<file path="config.mk">
export PLATFORM = sky130hd
export DESIGN_NAME = alu_operand_loader
export DESIGN_NICKNAME = d
export VERILOG_FILES = /design/src/rtl/alu_operand_loader.sv
export SDC_FILE = /design/constraint.sdc
export NUM_CORES = 1
export LEC_CHECK = 0
export CORE_ASPECT_RATIO = 1.5
export CORE_MARGIN = 8
export CORE_UTILIZATION = 45
export DETAILED_ROUTE_END_ITERATION = 10
export GPL_TIMING_DRIVEN = 0
export SKIP_CTS_REPAIR_TIMING = 1
export SLEW_MARGIN = 40
export SYNTH_ARGS = -nofsm -noshare
export SYNTH_HDL_FRONTEND = slang
export SYNTH_SLANG_ARGS = --single-unit
</file>
<file path="constraint.sdc">
create_clock -name clk -period 4.3 [get_ports clk]
set_input_delay 0.86 -clock clk [delete_from_list [all_inputs] [get_ports clk]]
set_output_delay 0.86 -clock clk [all_outputs]
set_load 0.05 [all_outputs]
</file>
<file path="src/rtl/alu_operand_loader.sv">
// Operand loader for a 4-bit ALU: debounced LOAD/CLEAR buttons sequence captures of A, B and opcode.
// Define ALU_OPLOAD_SHADOW_EN to stage captures in shadow registers and publish them atomically.
module alu_operand_loader #(
  parameter int unsigned DEBOUNCE_CYCLES = 50000,
  parameter int unsigned CNT_W           = 16
) (
  input  logic       clk,
  input  logic       rst_n,
  input  logic [3:0] sw,
  input  logic       btn_load,
  input  logic       btn_clear,
  output logic [3:0] a,
  output logic [3:0] b,
  output logic       s1,
  output logic       s0,
  output logic [1:0] stage,
  output logic       ready
);

  typedef enum logic [1:0] {
    StLoadA  = 2'd0,
    StLoadB  = 2'd1,
    StLoadOp = 2'd2,
    StRun    = 2'd3
  } state_e;

  localparam logic [CNT_W-1:0] CntMax = CNT_W'(DEBOUNCE_CYCLES - 1);

  // Bit 0 is LOAD, bit 1 is CLEAR.
  logic [1:0]       raw_btn;
  logic [1:0]       sync1_q, btn_s_q;
  logic [1:0]       db_q, db_d, db_dly_q;
  logic [CNT_W-1:0] cnt_q [2];
  logic [CNT_W-1:0] cnt_d [2];
  logic [1:0]       pulse;
  logic             load_pulse, clear_pulse;

  assign raw_btn     = {btn_clear, btn_load};
  assign pulse       = db_q & ~db_dly_q;
  assign load_pulse  = pulse[0];
  assign clear_pulse = pulse[1];

  always_comb begin
    for (int i = 0; i < 2; i++) begin
      cnt_d[i] = cnt_q[i];
      db_d[i]  = db_q[i];
      if (btn_s_q[i] == db_q[i]) begin
        cnt_d[i] = '0;
      end else if (cnt_q[i] == CntMax) begin
        db_d[i]  = btn_s_q[i];
        cnt_d[i] = '0;
      end else begin
        cnt_d[i] = cnt_q[i] + CNT_W'(1);
      end
    end
  end

  always_ff @(posedge clk or negedge rst_n) begin
    if (!rst_n) begin
      sync1_q  <= '0;
      btn_s_q  <= '0;
      db_q     <= '0;
      db_dly_q <= '0;
      cnt_q[0] <= '0;
      cnt_q[1] <= '0;
    end else begin
      sync1_q  <= raw_btn;
      btn_s_q  <= sync1_q;
      db_q     <= db_d;
      db_dly_q <= db_q;
      cnt_q[0] <= cnt_d[0];
      cnt_q[1] <= cnt_d[1];
    end
  end

  state_e     state_q, state_d;
  logic [3:0] a_q, a_d, b_q, b_d;
  logic [1:0] op_q, op_d;
  logic       ready_q, ready_d;
`ifdef ALU_OPLOAD_SHADOW_EN
  logic [3:0] sh_a_q, sh_a_d, sh_b_q, sh_b_d;
  logic [1:0] sh_op_q, sh_op_d;
`endif

  always_comb begin
    state_d = state_q;
    a_d     = a_q;
    b_d     = b_q;
    op_d    = op_q;
    ready_d = ready_q;
`ifdef ALU_OPLOAD_SHADOW_EN
    sh_a_d  = sh_a_q;
    sh_b_d  = sh_b_q;
    sh_op_d = sh_op_q;
`endif
    // Clear has priority; a coincident load pulse is dropped.
    if (clear_pulse) begin
      state_d = StLoadA;
      a_d     = '0;
      b_d     = '0;
      op_d    = '0;
      ready_d = 1'b0;
`ifdef ALU_OPLOAD_SHADOW_EN
      sh_a_d  = '0;
      sh_b_d  = '0;
      sh_op_d = '0;
`endif
    end else if (load_pulse) begin
      unique case (state_q)
        StLoadA: begin
`ifdef ALU_OPLOAD_SHADOW_EN
          sh_a_d = sw;
`else
          a_d    = sw;
`endif
          state_d = StLoadB;
        end
        StLoadB: begin
`ifdef ALU_OPLOAD_SHADOW_EN
          sh_b_d = sw;
`else
          b_d    = sw;
`endif
          state_d = StLoadOp;
        end
        StLoadOp: begin
`ifdef ALU_OPLOAD_SHADOW_EN
          sh_op_d = sw[1:0];
          a_d     = sh_a_q;
          b_d     = sh_b_q;
`endif
          op_d    = sw[1:0];
          state_d = StRun;
          ready_d = 1'b1;
        end
        StRun: begin
          state_d = StLoadA;
          ready_d = 1'b0;
        end
        default: state_d = StLoadA;
      endcase
    end
  end

  always_ff @(posedge clk or negedge rst_n) begin
    if (!rst_n) begin
      state_q <= StLoadA;
      a_q     <= '0;
      b_q     <= '0;
      op_q    <= '0;
      ready_q <= 1'b0;
`ifdef ALU_OPLOAD_SHADOW_EN
      sh_a_q  <= '0;
      sh_b_q  <= '0;
      sh_op_q <= '0;
`endif
    end else begin
      state_q <= state_d;
      a_q     <= a_d;
      b_q     <= b_d;
      op_q    <= op_d;
      ready_q <= ready_d;
`ifdef ALU_OPLOAD_SHADOW_EN
      sh_a_q  <= sh_a_d;
      sh_b_q  <= sh_b_d;
      sh_op_q <= sh_op_d;
`endif
    end
  end

  assign a     = a_q;
  assign b     = b_q;
  assign s1    = op_q[1];
  assign s0    = op_q[0];
  assign stage = state_q;
  assign ready = ready_q;

endmodule

</file>
Yosys cells after proc, flatten, opt, wreduce, memory -nomap -nowiden
Index checks and enable logic that the tools add are counted.

Mux-type cells: 19. Reduce and logical (&&, ||, !) cells: 12. Bitwise operators: 4. Add/sub/neg operators: 2. Eq/ne operators: 7.

Operator list (count): two-way mux 16 bit (4); adder 16 x 1 -> 16 bit (second input constant) (2); == test 16 bit (second input constant) (2); two-way mux 4 bit (6); AND reduction 2 bit (6); two-way mux 2 bit (5); one-hot mux 2 bit (4 select lines) (1); nonzero test 2 bit (4); == test 2 bit (second input constant) (2); nonzero test 3 bit (1); AND 2 bit (1); == test 1 bit (2); == test 2 x 1 -> 1 bit (second input constant) (1); zero test 2 bit (1); two-way mux 1 bit (2); inverter 1 bit (2); inverter 2 bit (1); one-hot mux 1 bit (2 select lines) (1).

Input port bits: 8. Output and inout bits: 13. Register bits: 53. Logic and storage cells: 56.

Longest topological paths before layout
Depth after elaboration: 4. Gate-level depth with buffers: 6. Depth with buffers taken out: 5.

Worst setup path before layout
No wires, ideal clock.

Kind: register to register. Start point: register cnt_q[16] (netlist name). End point: register cnt_q[21] (netlist name). Cell stages (with the launch flop): 7. Slack: 2.702 ns. Data required time: 4.168 ns. Buffers on the path: 1. Period minus slack after synthesis: 1.598 ns. Library setup time: 0.132 ns. Data arrival time: 1.466 ns. Path through: dfrtp_1 > ha_1 > nand3_1 > nand4b_1 > nand2_1 > clkbuf_1 > nor2_1.

RTL lines: from (decl) (line 33) `logic [CNT_W-1:0] cnt_q [2];`.

Worst setup path in the final report
Start point: register state_q[0] (netlist: stage[0]). End point: output port stage[0].

RTL lines: from (decl) (line 76) `state_e state_q, state_d;`; from (signal assigned) (line 147) `state_q <= StLoadA;`; from (signal assigned) (line 158) `state_q <= state_d;`; to (decl) (line 16) `output logic [1:0] stage,`.

No word-level cell between the ends.

==> qor.tcl <==
set qor(critPathArrivalTime_ns) 1.57
set qor(slowest_cell_on_the_critical_path) {sky130_fd_sc_hd__clkdlybuf4s50_1}
set qor(start_kind) {flip-flop}
set qor(seq_area_frac_synth_pct) 54.89
set qor(layout.cells.most_common) {sky130_fd_sc_hd__dfrtp_1}
set qor(routedLengthMet1_um) 2001
set qor(dp_hpwl_um) 3335
set qor(critical-path-top-delay-family) {buffers and inverters}
set qor(multi_input_comb_area_um2) 1049
set qor(insertion_delay_of_the_later_clocked_pin_in_the_worst_skew_pair_ns) 0.30
set qor(min_period_over_period_pct) 56.62
set qor(antennaDiodeCount) 0
set qor(worstPathRequired_ns) 3.44
set qor(worst_slew_pin_slew_ns) 0.5159
set qor(globalRouteTotalUtil_pct) 13.13
set qor(area_growth_syn_to_layout_pct) 17.30
set qor(internal_power_w) 0.0006916
set qor(drive_above_1_share_pct) 4.494
set qor(postRouteAntennaNets) 0
set qor(overflow) 0
set qor(peakVddDrop_mv) 0.2693
set qor(route.detailed.drc) 0
set qor(syn-mean-instance-area_um2) 10.15
set qor(grt_pass1_vias) 1808
set qor(synthesized_area_fraction_occupied_by_xor_and_xnor_cells_pct) 9.788
set qor(swShare_pct) 21.39
set qor(die-area_um2) 8018
set qor(fin_crit_ns) 2.434
set qor(wp_buf_inv) 1
set qor(critical_path.cell_chain) {clkdlybuf4s50_1}
set qor(standard_cell_core_area_um2) 5165
set qor(viasPerCell) 5.113
set qor(seq_area_um2) 1326
set qor(postLayoutSetupSlackWorst_ns) 1.866
set qor(finish.cell_count_without_fillers) 335
set qor(post_synthesis_share_of_cell_area_spent_on_and_or_nand_and_nor_gates_pct) 25.01
set qor(worst_slew_margin_rel_pct) 65.50
set qor(top_signal_layer_used) {met4}
set qor(final_net_count) 280
set qor(initial_utilization_pct) 46.78
set qor(cts.clk_slew.worst_paths_ns) 0.09
set qor(critPathMaxStageDelay_ns) 0.84
set qor(yosys_register_bits) 53
set qor(num_io_pins) 21
set qor(worstSetupEndpointType) {output pin}
set qor(ff2ff_path_depth) 6
set qor(gp_congestion) 0.7881
set qor(timing.final.max_slew_violations) 0
set qor(grt_antenna_before_repair) 0
set qor(worst_setup_timing_slack_at_the_placement_stage_ns) 2.187
set qor(syn_nets) 252
set qor(drt-total-wl_um) 4653
set qor(overall_via_count_from_detail_route) 1713
set qor(grt_first_pass_wirelength_um) 8286
set qor(clock-skew-final_ns) 0.01025
set qor(seqPwrFrac_pct) 57.9
set qor(clock_power_share_pct) 38.3
set qor(run_status) {finished, final reports clean}
set qor(filler_cell_count) 455
set qor(met3_routed_wirelength_um) 112
set qor(timing.hold.worst_path_depth) 0
set qor(synth_compound_gate_area_share_pct) 4.557
set qor(reg2reg_from) {cnt_q[16]}
set qor(register_to_register_setup_slack_ns) 2.30
set qor(synthesis.instances) 238
set qor(die_h_um) 105.7
set qor(detail_route.first_pass.iterations) 4
set qor(power_leakage_nw) 1.185
set qor(io_buffers) 20
set qor(timing.setup.critical_path_class) {flip-flop to output pin}
set qor(die_w_um) 75.83
set qor(max_cap_violations) 0
set qor(timing.fmax_ghz) 0.4108
set qor(ys.warnings.count) 0
set qor(fraction_of_synthesized_area_in_multiplexers_pct) 0.9322
set qor(drt_first_iter_violations) 110
set qor(crit_path_max_fanout) 5
set qor(finalHoldViolCount) 0
set qor(number_of_instances_in_the_placed_design) 327
set qor(holdPathEnd) {btn_s_q[0]}
set qor(synth_top_family_by_area) {simple AND/OR/NAND/NOR gates}
set qor(floorplan.rows) 32
set qor(clock_tree.root_cell) {sky130_fd_sc_hd__clkbuf_8}
set qor(combPwrFrac_pct) 3.8
set qor(rsz0062_at_grt) {false}
set qor(most_frequent_cells_in_the_layout) {sky130_fd_sc_hd__dfrtp_1, sky130_fd_sc_hd__nor2_1, sky130_fd_sc_hd__nand2_1, sky130_fd_sc_hd__nand3_1, sky130_fd_sc_hd__clkdlybuf4s50_1}
set qor(hold_path_startpoint) {sync1_q[0]}
set qor(cts-buffers-inserted) 5
set qor(tns_ns) 0
set qor(p_sw_w) 0.0001881
set qor(critical_path.reg2reg.endpoint) {cnt_q[25]}
set qor(p_per_area_nw_per_um2) 310.4
set qor(yosys.area_share.adder_pct) 3.107
set qor(detail_route.wl_per_cell_um) 13.89
set qor(min-delay-path-class) {flip-flop to flip-flop}
set qor(hold_slack_ns) 0.3621
set qor(clockBufferDepth) 2
set qor(synthesis.area_um2) 2416
set qor(cts_tree) {done}
set qor(finalSetupViolations) 0
set qor(wl_met2_um) 2481
set qor(synth.distinct_cells) 27
set qor(htree_levels) 2
set qor(grt_max_degree) 40
set qor(numClockSinks) 53
[cells by family (layout without fill, tap and decap cells)]
kind of cell,count (synthesis),count (layout)
simple gates,119,119
buf+inv,11,40
xor+xnor,27,27
fa+ha+maj,6,6
mux,2,2
compound gates,20,20
flops,53,53
[final cells by class]
cell class              instances  area share, %
repair buffers                 21          7.682
flip-flops and latches         53          46.80
inverters                       4         0.5298
multi-input cells             174          37.00
plain buffers                   7         0.9272
well taps                      68          3.002
clock inverters                 3          1.634
clock buffers                   5          2.428
[registers in the layout, indices dropped and copies added (netlist names)]
register,cells
db_dly_q,2
ready,1
stage,2
cnt_q,32
a,4
sync1_q,2
op_q,2
btn_s_q,2
db_q,2
b,4
[synthesized netlist by cell type, drive strengths merged]
library cell,number,area [um^2]
mux2,2,22.52
nor2,34,127.6
nand3,21,110.1
xor2,11,96.34
nor3,6,30.03
or3,2,12.51
or4,2,15.01
dfrtp,53,1326
ha,6,75.07
a211oi,2,15.01
and2,1,6.260
nor4,4,25.02
inv,4,15.01
xnor2,16,140.1
nand2,23,86.33
a21oi,15,75.07
nor2b,2,12.51
nand4,11,75.07
and3,6,37.54
clkbuf,7,26.28
o21ai,1,5.000
nor4bb,4,40.04
o31ai,2,15.01
nand4b,1,8.760
nor4b,2,17.52
[stage by stage]
stage                     total power (W)  utilization [%]  instance area [um^2]
after floorplan                 0.0005299                -                  2416
after global routing            0.0009195            54.87                  2834
final                           0.0008798            54.87                  2834
after detailed placement        0.0005543            52.64                  2719
after global placement          0.0005521            52.30                  2701
after CTS                       0.0008963            54.87                  2834
[power groups by stage]
stage	Combinational, W	Sequential [W]	Clock, W
final	0.0000334	0.000509	0.000337
after global routing	0.0000395	0.000510	0.000370
after CTS	0.0000351	0.000510	0.000352
after detailed placement	0.0000349	0.000519	0
after global placement	0.0000327	0.000519	0
after floorplan	0.0000116	0.000518	0
[per-layer routing]
| layer | global-route usage, % | vias up |
|---|---|---|
| met3 | 2.846 | 4 |
| met5 | 0 | - |
| met4 | 4.696 | 0 |
| met2 | 22.68 | 15 |
| met1 | 15.05 | 820 |
| li1 | - | 874 |
[how the worst max path moves through the flow]
stage,depth (start not counted),slack [ns],to,startpoint
floorplan,6,2.70,cnt_q[21],cnt_q[16]
global placement,1,0.77,cnt_q[10],rst_n
detailed placement,1,2.19,stage[0],stage[0]
CTS,1,1.84,stage[0],stage[0]
global route,1,1.81,stage[0],stage[0]
finish,1,1.87,stage[0],stage[0]
Note: power is estimated with default switching activity, not from simulation.
